--- src/rtl/sequence_detector_param.sv ---
// Serial pattern detector: runtime-loadable LEN-bit pattern on a qualified bit stream,
// overlapping or non-overlapping, with immediate and registered match plus a saturating counter.
module sequence_detector_param #(
  parameter int unsigned LEN   = 3,
  parameter int unsigned CNT_W = 8
) (
  input  logic             clk,
  input  logic             reset_n,
  input  logic             x,
  input  logic             x_valid,
  input  logic             overlap,
  input  logic             load,
  input  logic [LEN-1:0]   pattern,
  input  logic             cnt_clr,
  output logic             match_comb,
  output logic             match_reg,
  output logic [CNT_W-1:0] match_count,
  output logic             armed
);

  localparam int unsigned HIST_W = LEN - 1;
  localparam int unsigned FILL_W = $clog2(LEN);
  localparam logic [FILL_W-1:0] FILL_FULL = FILL_W'(LEN - 1);

  logic [LEN-1:0]    pat_reg;
  logic [HIST_W-1:0] hist;
  logic [HIST_W-1:0] hist_nxt;
  logic [FILL_W-1:0] fill;
  logic [FILL_W-1:0] fill_nxt;
  logic [LEN-1:0]    cand;

  // Candidate window: stored history followed by the bit on the wire this cycle.
  assign cand       = {hist, x};
  assign armed      = (fill == FILL_FULL);
  assign match_comb = x_valid & ~load & armed & (cand == pat_reg);

  // Next-state for history and fill level; load restarts detection without touching hist.
  always_comb begin
    hist_nxt = hist;
    fill_nxt = fill;
    if (load) begin
      fill_nxt = '0;
    end else if (x_valid) begin
      hist_nxt = cand[HIST_W-1:0];
      if (match_comb && !overlap) begin
        fill_nxt = '0;
      end else if (fill != FILL_FULL) begin
        fill_nxt = fill + FILL_W'(1);
      end
    end
  end

  always_ff @(posedge clk or negedge reset_n) begin
    if (!reset_n) begin
      pat_reg <= '0;
      hist    <= '0;
      fill    <= '0;
    end else begin
      if (load) begin
        pat_reg <= pattern;
      end
      hist <= hist_nxt;
      fill <= fill_nxt;
    end
  end

  // Registered match and saturating counter; clear wins over a same-cycle match.
  always_ff @(posedge clk or negedge reset_n) begin
    if (!reset_n) begin
      match_reg   <= 1'b0;
      match_count <= '0;
    end else begin
      match_reg <= match_comb;
      if (cnt_clr) begin
        match_count <= '0;
      end else if (match_comb && !(&match_count)) begin
        match_count <= match_count + CNT_W'(1);
      end
    end
  end

endmodule

--- config.mk ---
export PLATFORM = sky130hd
export DESIGN_NAME = sequence_detector_param
export DESIGN_NICKNAME = d
export VERILOG_FILES = /design/src/rtl/sequence_detector_param.sv
export SDC_FILE = /design/constraint.sdc
export NUM_CORES = 1
export LEC_CHECK = 0
export CORE_UTILIZATION = 40
export CTS_BUF_LIST = sky130_fd_sc_hd__clkbuf_16
export CTS_CLUSTER_DIAMETER = 200
export CTS_CLUSTER_SIZE = 14
export DETAILED_ROUTE_END_ITERATION = 8
export PLACE_DENSITY = 0.71
export SLEW_MARGIN = 20
export SYNTH_ARGS = -nofsm -noshare
export SYNTH_HDL_FRONTEND = slang
export SYNTH_SLANG_ARGS = --single-unit
--- constraint.sdc ---
create_clock -name clk -period 2.7 [get_ports clk]
set_clock_uncertainty 0.2 [all_clocks]
set_input_delay 0.27 -clock clk [delete_from_list [all_inputs] [get_ports clk]]
set_output_delay 0.27 -clock clk [all_outputs]
set_load 0.01 [all_outputs]
==> results of run 1 <==
==> kinds of logic after synthesis <==
family,share of synthesized area
AO/OA/AOI/OAI,0.0783
XOR/XNOR,0.0310
adder cells (fa/ha/maj),0.0295
buffers and inverters,0.0266
flip-flops,0.473
multiplexers,0.118
AND/OR/NAND/NOR,0.244
==> critical path, cell delays in order, from the launching register on <==
cell	delay, ns
dfrtp_1	0.36
inv_1	0.07
ha_1	0.19
and3b_1	0.19
nand4_2	0.17
inv_1	0.11
clkdlybuf4s50_1	0.53
==> cell usage after synthesis, types with 2 or more instances <==
master / n / area [um^2]
dfrtp_1: 16 / 400
nor2_1: 6 / 22.5
mux2_2: 5 / 56.3
nand2b_1: 5 / 31.3
a21oi_1: 4 / 20.0
mux2_1: 3 / 33.8
nand3_1: 3 / 15.0
nor2b_1: 3 / 18.8
or4_1: 3 / 22.5
xnor2_1: 3 / 26.3
ha_1: 2 / 25.0
inv_1: 2 / 7.51
nand2_1: 2 / 7.51
o41ai_1: 2 / 17.5
==> area by class of cell <==
class	instances	area [um^2]
Fill cell	175	826
Multi-Input combinational cell	56	424
Timing Repair Buffer	22	215
Inverter	2	7.51
Clock buffer	3	75.1
Sequential cell	16	400
Tap cell	27	33.8
==> worst paths after layout <==
| check | end | slack (ns) | cells past startpoint |
|---|---|---|---|
| worst max-delay path | match_comb | 0.36 | 6 |
| worst min-delay path | pat_reg[2] | 0.26 | 1 |
| worst max register to register | match_count[3] | 0.55 | 7 |
| worst min register to register | pat_reg[1] | 0.33 | 1 |
| max in group asynchronous | match_count[1] | 1.59 | 1 |
| min in group clk | pat_reg[1] | 0.33 | 1 |
==> per-layer routing <==
metal,up-vias,track usage
li1,327,-
met1,319,0.209
met2,15,0.273
met3,0,0.0453
met4,0,0.0667
met5,-,0
==> metrics by stage <==
stage	cell area, um^2	setup slack, ns	power, mW	hold slack (ns)
3_5_place_dp	1080	0.401	0.331	0.323
6_report	1160	0.358	0.601	0.257
3_3_place_gp	1080	0.442	0.329	0.313
5_1_grt	1160	0.199	0.628	0.325
2_1_floorplan	847	0.659	0.300	-0.226
4_1_cts	1160	0.340	0.609	0.285
==> report_power, final <==
group          switching, mW  leakage (nW)  total [mW]  internal [mW]
clock                 0.0804        0.0370       0.274          0.193
sequential           0.00915         0.211       0.263          0.254
combinational         0.0269         0.225      0.0642         0.0373
==> results.cfg, run 1 <==
[status]
outcome = finished, final reports clean

[finish]
area_growth_pct = 36.5
diodes = 0
drive_gt1_frac = 0.131
mostFrequentLayoutCell = clkdlybuf4s50_1
fin_util = 0.583
fin_cells = 126
fin_nets = 113
layout_common_cells = clkdlybuf4s50_1 (20), dfrtp_1 (16), nor2_1 (6)
largest_reg_flops = 8

[route]
dr_total_vias = 661
wirelength_mm = 1.67
wl_met1_um = 744
wl_met2_um = 871
drc = 0
final_antenna_net_count = 0
routed_via_density = 5.25
wl_per_cell_um = 13.2
first_pass_iters = 4
dr.first_iter.drc_count = 12
met3_length_um = 48
dr.max_layer_used = met3

[placement]
port_buffers = 20
place_congestion = 0.737
dp_cells = 123
dpl.hpwl_mm = 1.22

[synthesis]
ys_async_sr_fraction = 1.00
postSynthCellCount = 76
yosysSeqAreaShare = 0.473
syn-cell-area_um2 = 847
synth-edff-count = 0
synth-seq-cells = 16
ys_types = 31
avgSynthCellArea_um2 = 11.1
ys.warnings.count = 0
synth_flop_cell = dfrtp_1
syn_nets = 88

[grt]
grt_usage = 0.167
antenna_found_initial = 0
grt_start_max_net_pins = 17
grt_pass1_wl_mm = 2.59
grt-ovfl-total = 0
grt_pass1_vias = 594

[sta]
hold_viol_final = 0
relSlewSlack = 0.525
rsz0062_at_grt = false
min_period_ns = 2.34
slew_viol_final = 0
worst_slew_pin_slew_ns = 0.711
setup_tns_ns = 0
setup_violations = 0
fin_crit_sh = 0.867
max_freq_mhz = 427

[worst_setup_path]
r2r-start = fill[0]
critPathArrivalTime_ns = 1.87
crit_path_end_kind = output port
crit_type = flip-flop to output port
worstSetupStartpoint = fill[0]
cp_max_fo = 6
crit_required_ns = 2.23
critPathLaunchType = flip-flop

[power]
power.leakage_nw = 0.473
vdd_drop_max_mv = 0.408
power.density_mw_per_mm2 = 520

[floorplan]
die_y_um = 48.0
die-area_mm2 = 0.00231
top_level_ports = 21
rows = 16
die_w_um = 48.0
design.core.area_mm2 = 0.00198
start_util = 0.427

[clocking]
holdBufCountCts = 0
numCtsBuffers = 3
post_cts_buffers = 0
cts_num_sinks = 16
clk_path_buf_depth = 2
root_buffer = clkbuf_16
clkTransAtPathRegs_ns = 0.05
cts_max_level = 1
clk_latency_ns = 0.24
cts_tree = built
cts_resized = 0

[worst_hold_path]
hold_path_class = input port to asynchronous set/reset pin

[run]
cap_violations = 0
Power figures use the tool's default switching activity.
==> run 2: changes to the inputs <==
--- a/config.mk
+++ b/config.mk
@@ -11,6 +11,7 @@
 export CTS_CLUSTER_SIZE = 14
 export DETAILED_ROUTE_END_ITERATION = 8
 export PLACE_DENSITY = 0.71
+export RECOVER_POWER = 50
 export SLEW_MARGIN = 20
 export SYNTH_ARGS = -nofsm -noshare
 export SYNTH_HDL_FRONTEND = slang
==> run 2 against run 1 <==
Hold slack improved by 0.070 ns. First-iteration DRC count increased by 8.3%. Core utilization decreased by 0.50 points. Design area decreased by 0.87%. Sequential cell count unchanged. Sequential power about the same. Die area unchanged. Non-clock buffer count unchanged. Total power decreased by 0.76%.
==> results.cfg, run 2 (synthesis gave the netlist of run 1 again) <==
[worst_setup_path]
cp_max_fo = 6
critical_path.cell_chain = inv_1 > ha_1 > and3b_1 > nand4_1 > inv_1 > clkdlybuf4s50_1
reg2reg_slack_ns = 0.50
critPathMaxStageDelay_ns = 0.54
critPathLaunchType = flip-flop
crit_slowest_cell = clkdlybuf4s50_1
crit_path_end_kind = output port
crit_top_cell = inv_1
crit_required_ns = 2.23
crit_type = flip-flop to output port
critPathArrivalTime_ns = 1.92

[clocking]
holdBufCountCts = 0
root_buffer = clkbuf_16
cts_max_level = 1
clk_latency_ns = 0.24
numCtsBuffers = 3
cts_resized = 0
cts_tree = built
clkTransAtPathRegs_ns = 0.05
post_cts_buffers = 0
clk_path_buf_depth = 2
cts_num_sinks = 16

[placement]
place_congestion = 0.737
dp_cells = 123
port_buffers = 20
dp_slack_ns = 0.401
dpl.hpwl_mm = 1.22

[power]
power.density_mw_per_mm2 = 520
power.leakage_nw = 0.461
vdd_drop_max_mv = 0.406
power.total_mw = 0.596

[finish]
fin_cells = 126
fin_nets = 113
largest_reg_flops = 8
diodes = 0
mostFrequentLayoutCell = clkdlybuf4s50_1
drive_gt1_frac = 0.111
area_growth_pct = 35.3
layout_common_cells = clkdlybuf4s50_1 (18), dfrtp_1 (16), nor2_1 (6)

[sta]
fin_crit_sh = 0.886
setup_ws_ns = 0.308
holdWs_ns = 0.327
relSlewSlack = 0.520
setup_tns_ns = 0
rsz0062_at_grt = false
slew_viol_final = 0
min_period_ns = 2.39
worst_slew_pin_slew_ns = 0.718
max_freq_mhz = 418
setup_violations = 0
hold_viol_final = 0

[route]
wl_per_cell_um = 13.1
dr.first_iter.drc_count = 13
met3_length_um = 40
wl_met2_um = 863
final_antenna_net_count = 0
drc = 0
wl_met1_um = 745
dr.max_layer_used = met3
wirelength_mm = 1.65
first_pass_iters = 4
dr_total_vias = 653
routed_via_density = 5.18

[floorplan]
start_util = 0.427
rows = 16
design.core.area_mm2 = 0.00198
die_w_um = 48.0
top_level_ports = 21
die-area_mm2 = 0.00231
die_y_um = 48.0

[worst_hold_path]
hold_path_class = input port to asynchronous set/reset pin

[grt]
grt_usage = 0.167
grt_pass1_vias = 594
grt_start_max_net_pins = 17
grt-ovfl-total = 0
grt_pass1_wl_mm = 2.59
antenna_found_initial = 0

[status]
outcome = finished, final reports clean

[run]
cap_violations = 0
-- run 2: cell count changes in the layout (fill, tap and decap cells not counted), sizes merged --
| cell | change |
|---|---|
| buf | -1 |
| clkbuf | +1 |
| clkdlybuf4s50 | -2 |
| dlygate4sd3 | +2 |
-- run 2: critical path, delay by kind of cell (launching register included) --
kind / cells / cell delay [ns]
fa+ha+maj: 1 / 0.19
buf+inv: 3 / 0.75
simple gates: 2 / 0.38
flops: 1 / 0.36
-- run 2: report_power, final --
part | total, mW | leakage [nW] | switching, mW | internal [mW]
clock network | 0.273 | 0.0370 | 0.0801 | 0.193
logic | 0.0604 | 0.213 | 0.0246 | 0.0358
registers | 0.263 | 0.211 | 0.00875 | 0.254
total | 0.596 | 0.461 | 0.113 | 0.483
-- run 2: stage by stage --
step                      cell area (um^2)   util
after detailed placement              1080  0.545
after global placement                1080  0.545
after CTS                             1160  0.583
after global routing                  1150  0.578
after floorplan                        847      -
final                                 1150  0.578
-- run 2: final cells by class --
cell class | instances | area (um^2)
clock buffers | 3 | 75.1
inverters | 2 | 7.51
fillers | 179 | 836
repair buffers | 22 | 211
well taps | 27 | 33.8
multi-input cells | 56 | 418
flip-flops and latches | 16 | 400
-- run 2: routing by layer --
metal	GRT usage	vias up
met1	0.209	315
met3	0.0453	0
met4	0.0667	0
met2	0.273	10
li1	-	328
met5	0	-
-- run 2: worst paths after layout --
path	startpoint	end	cells past startpoint
min in group clk	pat_reg[1]	pat_reg[1]	1
setup / recovery	fill[0]	match_comb	6
hold reg to reg	pat_reg[1]	pat_reg[1]	1
max in group asynchronous	reset_n	match_count[1]	1
hold / removal	reset_n	pat_reg[2]	1
setup reg to reg	fill[0]	match_count[3]	7
